<file path="src/rtl/ev20_seq_pkg.sv">
// ev20 sequencer shared definitions.
// Opcodes, FSM states and the idle ALU select.
package ev20_seq_pkg;

  localparam logic [3:0] OP_PASS_A = 4'h0;
  localparam logic [3:0] OP_PASS_B = 4'h1;
  localparam logic [3:0] OP_AND    = 4'h2;
  localparam logic [3:0] OP_OR     = 4'h3;
  localparam logic [3:0] OP_ADD    = 4'h4;
  localparam logic [3:0] OP_ADC    = 4'h5;
  localparam logic [3:0] OP_SUB    = 4'h6;
  localparam logic [3:0] OP_SBB    = 4'h7;
  localparam logic [3:0] OP_XOR    = 4'h8;
  localparam logic [3:0] OP_NOT    = 4'h9;
  localparam logic [3:0] OP_ONES   = 4'hA;
  localparam logic [3:0] OP_CLRC   = 4'hB;
  localparam logic [3:0] OP_SETC   = 4'hC;
  localparam logic [3:0] OP_JMP    = 4'hD;
  localparam logic [3:0] OP_JC     = 4'hE;
  localparam logic [3:0] OP_HALT   = 4'hF;

  localparam logic [3:0] ALU_IDLE_SEL = 4'b1000;

  typedef enum logic [2:0] {
    IDLE,
    FETCH,
    DECODE,
    EXEC,
    WB,
    HALTED
  } seq_state_t;

endpackage

</file>
<file path="src/rtl/seq_decode.sv">
// ev20 opcode decoder.
// Pure combinational opcode to control mapping.
module seq_decode
  import ev20_seq_pkg::*;
(
  input  logic [3:0] opcode,
  output logic [3:0] alu_sel,
  output logic       acc_we,
  output logic       cy_we,
  output logic       is_jmp,
  output logic       is_jc,
  output logic       is_halt
);

  // Control-flow opcodes first; everything else is an ALU op.
  always_comb begin
    alu_sel = ALU_IDLE_SEL;
    acc_we  = 1'b0;
    cy_we   = 1'b0;
    is_jmp  = 1'b0;
    is_jc   = 1'b0;
    is_halt = 1'b0;
    unique case (1'b1)
      (opcode == OP_HALT): is_halt = 1'b1;
      (opcode == OP_JC):   is_jc   = 1'b1;
      (opcode == OP_JMP):  is_jmp  = 1'b1;
      default: begin
        alu_sel = opcode;
        acc_we  = (opcode <= OP_ONES);
        cy_we   = (opcode != OP_NOT) &&
                  (opcode != OP_ONES);
      end
    endcase
  end

endmodule

</file>
<file path="src/rtl/alu_sequencer.sv">
// ev20 fetch/decode/execute sequencer.
// Drives the registered 16-bit ALU and owns ACC/Cy.
module alu_sequencer
  import ev20_seq_pkg::*;
#(
  parameter int ADDR_W = 12
) (
  input  logic              System_Clk,
  input  logic              System_Rst_n,
  input  logic              Run,
  output logic [ADDR_W-1:0] Mem_Addr,
  output logic              Mem_Rd,
  input  logic              Mem_Ack,
  input  logic [15:0]       Mem_Data,
  output logic [3:0]        ALU_Sel,
  output logic [15:0]       Op_A,
  output logic [15:0]       Op_B,
  output logic              Cy_Flag,
  input  logic [15:0]       ALU_Out,
  input  logic              CY_Out,
  output logic [15:0]       Acc,
  output logic              Halted
);

  seq_state_t        state_q, state_d;
  logic [ADDR_W-1:0] pc_q, pc_d;
  logic [15:0]       ir_q, ir_d;
  logic [15:0]       acc_q, acc_d;
  logic              cy_q, cy_d;
  logic [3:0]        sel_q, sel_d;
  logic [15:0]       opa_q, opa_d;
  logic [15:0]       opb_q, opb_d;

  logic [3:0] dec_sel;
  logic       dec_acc_we;
  logic       dec_cy_we;
  logic       dec_jmp;
  logic       dec_jc;
  logic       dec_halt;

  logic [ADDR_W-1:0] imm_pc;

  seq_decode u_dec (
    .opcode  (ir_q[15:12]),
    .alu_sel (dec_sel),
    .acc_we  (dec_acc_we),
    .cy_we   (dec_cy_we),
    .is_jmp  (dec_jmp),
    .is_jc   (dec_jc),
    .is_halt (dec_halt)
  );

  assign imm_pc = ADDR_W'(ir_q[11:0]);

  // Next state, PC/IR update, operand latch and write-back.
  always_comb begin
    state_d = state_q;
    pc_d    = pc_q;
    ir_d    = ir_q;
    acc_d   = acc_q;
    cy_d    = cy_q;
    sel_d   = sel_q;
    opa_d   = opa_q;
    opb_d   = opb_q;
    unique case (state_q)
      IDLE: begin
        if (Run) state_d = FETCH;
      end
      FETCH: begin
        if (Mem_Ack) begin
          ir_d    = Mem_Data;
          pc_d    = pc_q + ADDR_W'(1);
          state_d = DECODE;
        end
      end
      DECODE: begin
        unique case (1'b1)
          dec_halt: state_d = HALTED;
          dec_jmp: begin
            pc_d    = imm_pc;
            state_d = FETCH;
          end
          dec_jc: begin
            if (cy_q) pc_d = imm_pc;
            state_d = FETCH;
          end
          default: begin
            sel_d   = dec_sel;
            opa_d   = acc_q;
            opb_d   = {4'h0, ir_q[11:0]};
            state_d = EXEC;
          end
        endcase
      end
      EXEC: state_d = WB;
      WB: begin
        if (dec_acc_we) acc_d = ALU_Out;
        if (dec_cy_we)  cy_d  = CY_Out;
        sel_d   = ALU_IDLE_SEL;
        opa_d   = '0;
        opb_d   = '0;
        state_d = FETCH;
      end
      HALTED: begin
        if (Run) state_d = FETCH;
      end
      default: state_d = IDLE;
    endcase
  end

  // Architectural and ALU-drive registers.
  always_ff @(posedge System_Clk or negedge System_Rst_n) begin
    if (!System_Rst_n) begin
      state_q <= IDLE;
      pc_q    <= '0;
      ir_q    <= '0;
      acc_q   <= '0;
      cy_q    <= 1'b0;
      sel_q   <= ALU_IDLE_SEL;
      opa_q   <= '0;
      opb_q   <= '0;
    end else begin
      state_q <= state_d;
      pc_q    <= pc_d;
      ir_q    <= ir_d;
      acc_q   <= acc_d;
      cy_q    <= cy_d;
      sel_q   <= sel_d;
      opa_q   <= opa_d;
      opb_q   <= opb_d;
    end
  end

  assign Mem_Addr = pc_q;
  assign Mem_Rd   = (state_q == FETCH);
  assign ALU_Sel  = sel_q;
  assign Op_A     = opa_q;
  assign Op_B     = opb_q;
  assign Cy_Flag  = cy_q;
  assign Acc      = acc_q;
  assign Halted   = (state_q == HALTED);

endmodule

</file>
<file path="config.mk">
export PLATFORM = sky130hd
export DESIGN_NAME = alu_sequencer
export DESIGN_NICKNAME = d
export VERILOG_FILES = /design/src/rtl/ev20_seq_pkg.sv /design/src/rtl/seq_decode.sv /design/src/rtl/alu_sequencer.sv
export SDC_FILE = /design/constraint.sdc
export NUM_CORES = 1
export LEC_CHECK = 0
export ABC_AREA = 1
export CAP_MARGIN = 10
export CORE_ASPECT_RATIO = 0.8
export CORE_MARGIN = 2
export CORE_UTILIZATION = 35
export DETAILED_ROUTE_END_ITERATION = 7
export SYNTH_ARGS = -nofsm -noshare
export SYNTH_HDL_FRONTEND = slang
export SYNTH_SLANG_ARGS = --single-unit
</file>
<file path="constraint.sdc">
create_clock -name System_Clk -period 2.4 [get_ports System_Clk]
set_clock_uncertainty 0.15 [all_clocks]
set_input_delay 0.24 -clock System_Clk [delete_from_list [all_inputs] [get_ports System_Clk]]
set_output_delay 0.24 -clock System_Clk [all_outputs]
set_load 0.05 [all_outputs]
</file>
; After elaboration in Yosys (flattened, before gate mapping)
; Cells that the tools add are included.
; W data, S select, Z words.
[classes]
addsub = 1
n_mul = 0
div_mod_pow = 0
order_cmp = 1
eq_ne = 15
shift = 0
muxes = 20
bitwise = 0
n_reduce_logical = 14
[op_table]
columns = operator, n
row1 = $pmux W16 S2, 2
row2 = $pmux W12 S2, 2
row3 = $mux W16, 2
row4 = $mux W12, 2
row5 = $pmux W3 S5, 1
row6 = $add A12 B1 Y12 const B, 1
row7 = $eq A4 B4 Y1 const B, 3
row8 = $reduce_and A2 Y1, 5
row9 = $mux W4, 2
row10 = $ne A4 B4 Y1 const B, 2
row11 = $pmux W4 S2, 1
row12 = $eq A3 B2 Y1 const B, 2
row13 = $eq A3 B3 Y1 const B, 2
row14 = $mux W3, 2
row15 = $ne A3 B3 Y1 const B, 2
row16 = $pmux W3 S2, 1
row17 = $reduce_or A3 Y1, 2
row18 = $mux W1, 5
row19 = $le A4 B4 Y1 const B, 1
row20 = $ne A2 B1 Y1 const B, 2
row21 = $reduce_and A4 Y1, 1
row22 = $reduce_bool A2 Y1, 2
row23 = $reduce_or A2 Y1, 2
row24 = $eq A3 B1 Y1 const B, 1
row25 = other kinds (3), 3
[word_totals]
regBits = 84
latch_bits = 0
ramBits = 0
mem_bits_ro = 0
out_inout_bits = 67
mem_count = 0

; Longest topological paths before layout
[depth]
depth_word = 5
depth_mapped = 9
depth_no_buf = 9

; Modules after synthesis
; From an unflattened synthesis, not the netlist that was laid out.
[hier_totals]
hier_cells = 445
area_unflattened_um2 = 3658.5
[by_module_without_submodules]
columns = mod, n_inst, cells_per_inst, area_per_inst_um2
row1 = alu_sequencer, 1, 425, 3557.2
row2 = seq_decode, 1, 20, 101.3

; Worst setup path before layout
; OpenSTA, ideal clock, no wires.
[synth_path]
kind = reg2reg
start = register state_q[2]
end = register ir_q[4]
setup_time_ps = 125
arrival_time_ps = 1636
setup_slack_ps = 489
path_stages_with_launch = 5
path_buffers = 1
cell_sequence = dfrtp_1 nor3_4 nand2_4 buf_6 mux2_4
[synth_between]
elab_chain_cells = 2
[synth_lines]
columns = item, line_no
row1 = "start, declared", alu_sequencer.sv:25  ; seq_state_t state_q, state_d;
row2 = "start signal, assigned", alu_sequencer.sv:123  ; state_q <= state_d;
row3 = $eq A3 B1 Y1, n/a
row4 = net Mem_Rd, alu_sequencer.sv:12  ; output logic Mem_Rd,
row5 = $reduce_and A2 Y1 (no source line), n/a
row6 = "end signal, assigned", alu_sequencer.sv:125  ; ir_q <= ir_d;
row7 = "end, declared", alu_sequencer.sv:27  ; logic [15:0] ir_q, ir_d;
; The timed path passes the listed nets, and every way through them passes these cells.
; A chain may end at the register's enable or synchronous reset.

; Final worst setup path
[layout_path]
start = register state_q[1]
end = output port Halted
[layout_between]
elab_chain_cells = 1
[layout_lines]
columns = item, line_no
row1 = $eq A3 B3 Y1, alu_sequencer.sv:141  ; assign Halted = (state_q == HALTED);
row2 = "end, declared", alu_sequencer.sv:22  ; output logic Halted
; No other way between the ends.

==> impl_metrics.yaml <==
timing:
  tightest_slew_ps: 648
  postLayoutSetupSlackWorst_ps: 153
  slew_headroom: 0.568
  setup_viol: 0
  fin_crit_ps: 2250
  fin_crit_sh: 0.936
  slew_violations: 0
  timing.setup.tns_ps: 0
  grt_setup_unrepaired: "no"
  hold_viol_final: 0
  fmax_mhz: 445
power_and_ir_drop:
  powerDensity_mw_per_mm2: 1610
  ir_drop_uv: 665
  power_mw: 8.06
  leakage_nw: 2.37
yosys:
  yosys.cell_types.count: 32
  synth.avg_cell_area_um2: 9.04
  synth_area_leaders: "dfrtp_1, nand2_1, inv_1"
  synthCells: 397
  synth_top_area_frac: 0.551
  synth_edf_count: 0
  synthFlopType: "dfrtp_1"
  synthArstFlopShare: 1.00
  ys_ff_latch: 80
  yosysWarnings: 0
  yosysTopAreaCell: "dfrtp_1"
  netlist_area_mm2: 0.00359
  yosysSeqAreaShare: 0.558
placed_design:
  dpl.hpwl_um: 6490
  post-place-ws_ps: 423
  portBuffers: 99
  gp_congestion: 0.812
  post-place-cells: 630
outcome:
  status: "finished clean"
detailed_routing:
  drcViolationCount: 0
  ant_nets: 0
  vias_per_cell: 4.65
  routed_wl_um: 9080
  drt-wirelength-per-cell_um: 14.1
  first_iter_violations: 104
  num_vias: 3001
  first_pass_iters: 7
hold_path:
  min_from: "ALU_Sel[3]"
  hold_path.class: "reg -> reg"
clocking:
  cts_htree_levels: 3
  cts_made_buffers: 9
  cts_tree: "built"
  cts_buffer_depth: 2
  clock_latency_ps: 330
  clock-sinks: 80
  clockRootBuffer: "clkbuf_16"
  clkSlewWorstSetupHoldPaths_ps: 60
worst_setup_path:
  reg2reg_to: "Mem_Addr[5]"
  setup.worst_path.end: "Halted"
  ff2ff_path_depth: 8
  startpoint_type: "flop"
  cp.arrival_ps: 1860
  cp-startpoint: "state_q[1]"
  crit_fanout: 5
  cp.required_ps: 2010
  r2r_slack_ps: 440
  rr_startpoint: "state_q[0]"
  crit_type: "reg -> out"
  end_kind: "output pin"
global_routing:
  track_usage: 0.174
  grt_pass1_wl_um: 14700
  grt_pass1_vias: 2912
  antenna_found_initial: 0
  grt_max_degree: 51
  grt-ovfl-total: 0
final_layout:
  area_delta_synth_final_pct: 39.2
  nets: 540
  fillers: 957
  drive_gt1_frac: 0.0950
  diodes: 0
  stdcell_count: 645
floorplan:
  dieArea_mm2: 0.0111
  rows: 33
  initial_core_util: 0.355
  coreArea_mm2: 0.0101
  die_h_um: 94.6
  io_pins: 104
  fp.dieW_um: 117
run:
  maxCapViolations: 0
-- cell families (layout without fill, tap and decap cells) --
logic type / after synthesis / count (layout) / synth area share
flops: 80 / 80 / 0.558
fa+ha+maj: 1 / 1 / 0.00348
other cells: 1 / 4 / 0.00104
simple gates: 174 / 174 / 0.206
mux: 12 / 12 / 0.0450
buf+inv: 58 / 163 / 0.0798
compound gates: 71 / 71 / 0.106
-- flip-flops by register name, summed over array words and instances, names as in the netlist --
register  flops
Op_B         12
Op_A         16
Cy_Flag       1
Mem_Addr     12
state_q       3
ALU_Sel       4
Acc          16
ir_q         16
-- timing repair --
action	CTS	global route
hold buffers	1	0
gates resized for setup	0	1
buffers inserted	0	0
hold endpoints to repair	49	0
setup endpoints to repair	0	1
-- power by group --
part	total [mW]	internal, mW	switching [mW]
Sequential	2.42	1.96	0.456
Combinational	4.34	1.46	2.88
Clock	1.30	0.790	0.510
Total	8.06	4.21	3.84
-- layout make-up --
type	count	area [µm²]	area share
multi-input combinational	262	1310	0.262
inverter	40	150	0.0300
timing repair buffer	109	1080	0.216
clock inverter	4	47.5	0.00951
clock buffer	10	229	0.0458
tap	140	175	0.0351
sequential	80	2000	0.401
-- critical path, stage by stage, from the launching register on --
cell and delay, ps:
dfrtp_1 420, inv_1 150, nand3_1 80, inv_1 80
clkdlybuf4s50_1 800
-- Yosys cell counts (all sizes together), types with 2 or more instances --
library cell / n
nor3: 2
a21oi: 28
dfrtp: 79
clkbuf: 3
o211ai: 3
nand4: 3
nand3: 26
nand2: 101
inv: 40
mux2: 12
buf: 15
o21ai: 39
nor2: 39
or2: 2
-- worst min-delay path by stage --
stage	end	slack, ps	depth (start not counted)
floorplan	ALU_Sel[0]	-210	0
global placement	ir_q[2]	170	1
detailed placement	Op_B[3]	170	1
CTS	ALU_Sel[3]	320	2
global route	ALU_Sel[3]	330	2
finish	ALU_Sel[3]	320	2
-- placed cells by master, fill, tap and decap left out, types with 5 or more instances in the layout --
master	n
nand2_1	97
clkdlybuf4s50_1	97
dfrtp_1	79
inv_1	38
nor2_1	37
a21oi_1	27
nand3_1	26
o21ai_0	26
o21ai_1	12
clkbuf_16	9
buf_4	9
mux2_4	7
mux2_2	5
-- per-layer routing --
layer / wire length (µm) / global-route usage / vias up
met3: 359 / 0.0385 / 10
li1: - / - / 1484
met5: 0 / 0 / -
met4: 103 / 0.0539 / 0
met1: 4240 / 0.230 / 1444
met2: 4390 / 0.285 / 63
-- stage by stage --
stage | util | hold WS (ps) | instance area [µm²]
finish | 0.494 | 318 | 5000
global route | 0.494 | 332 | 5000
CTS | 0.494 | 320 | 4990
detailed placement | 0.465 | 166 | 4710
global placement | 0.465 | 168 | 4710
floorplan | - | -206 | 3600
Note: power is estimated with default switching activity, not from simulation.
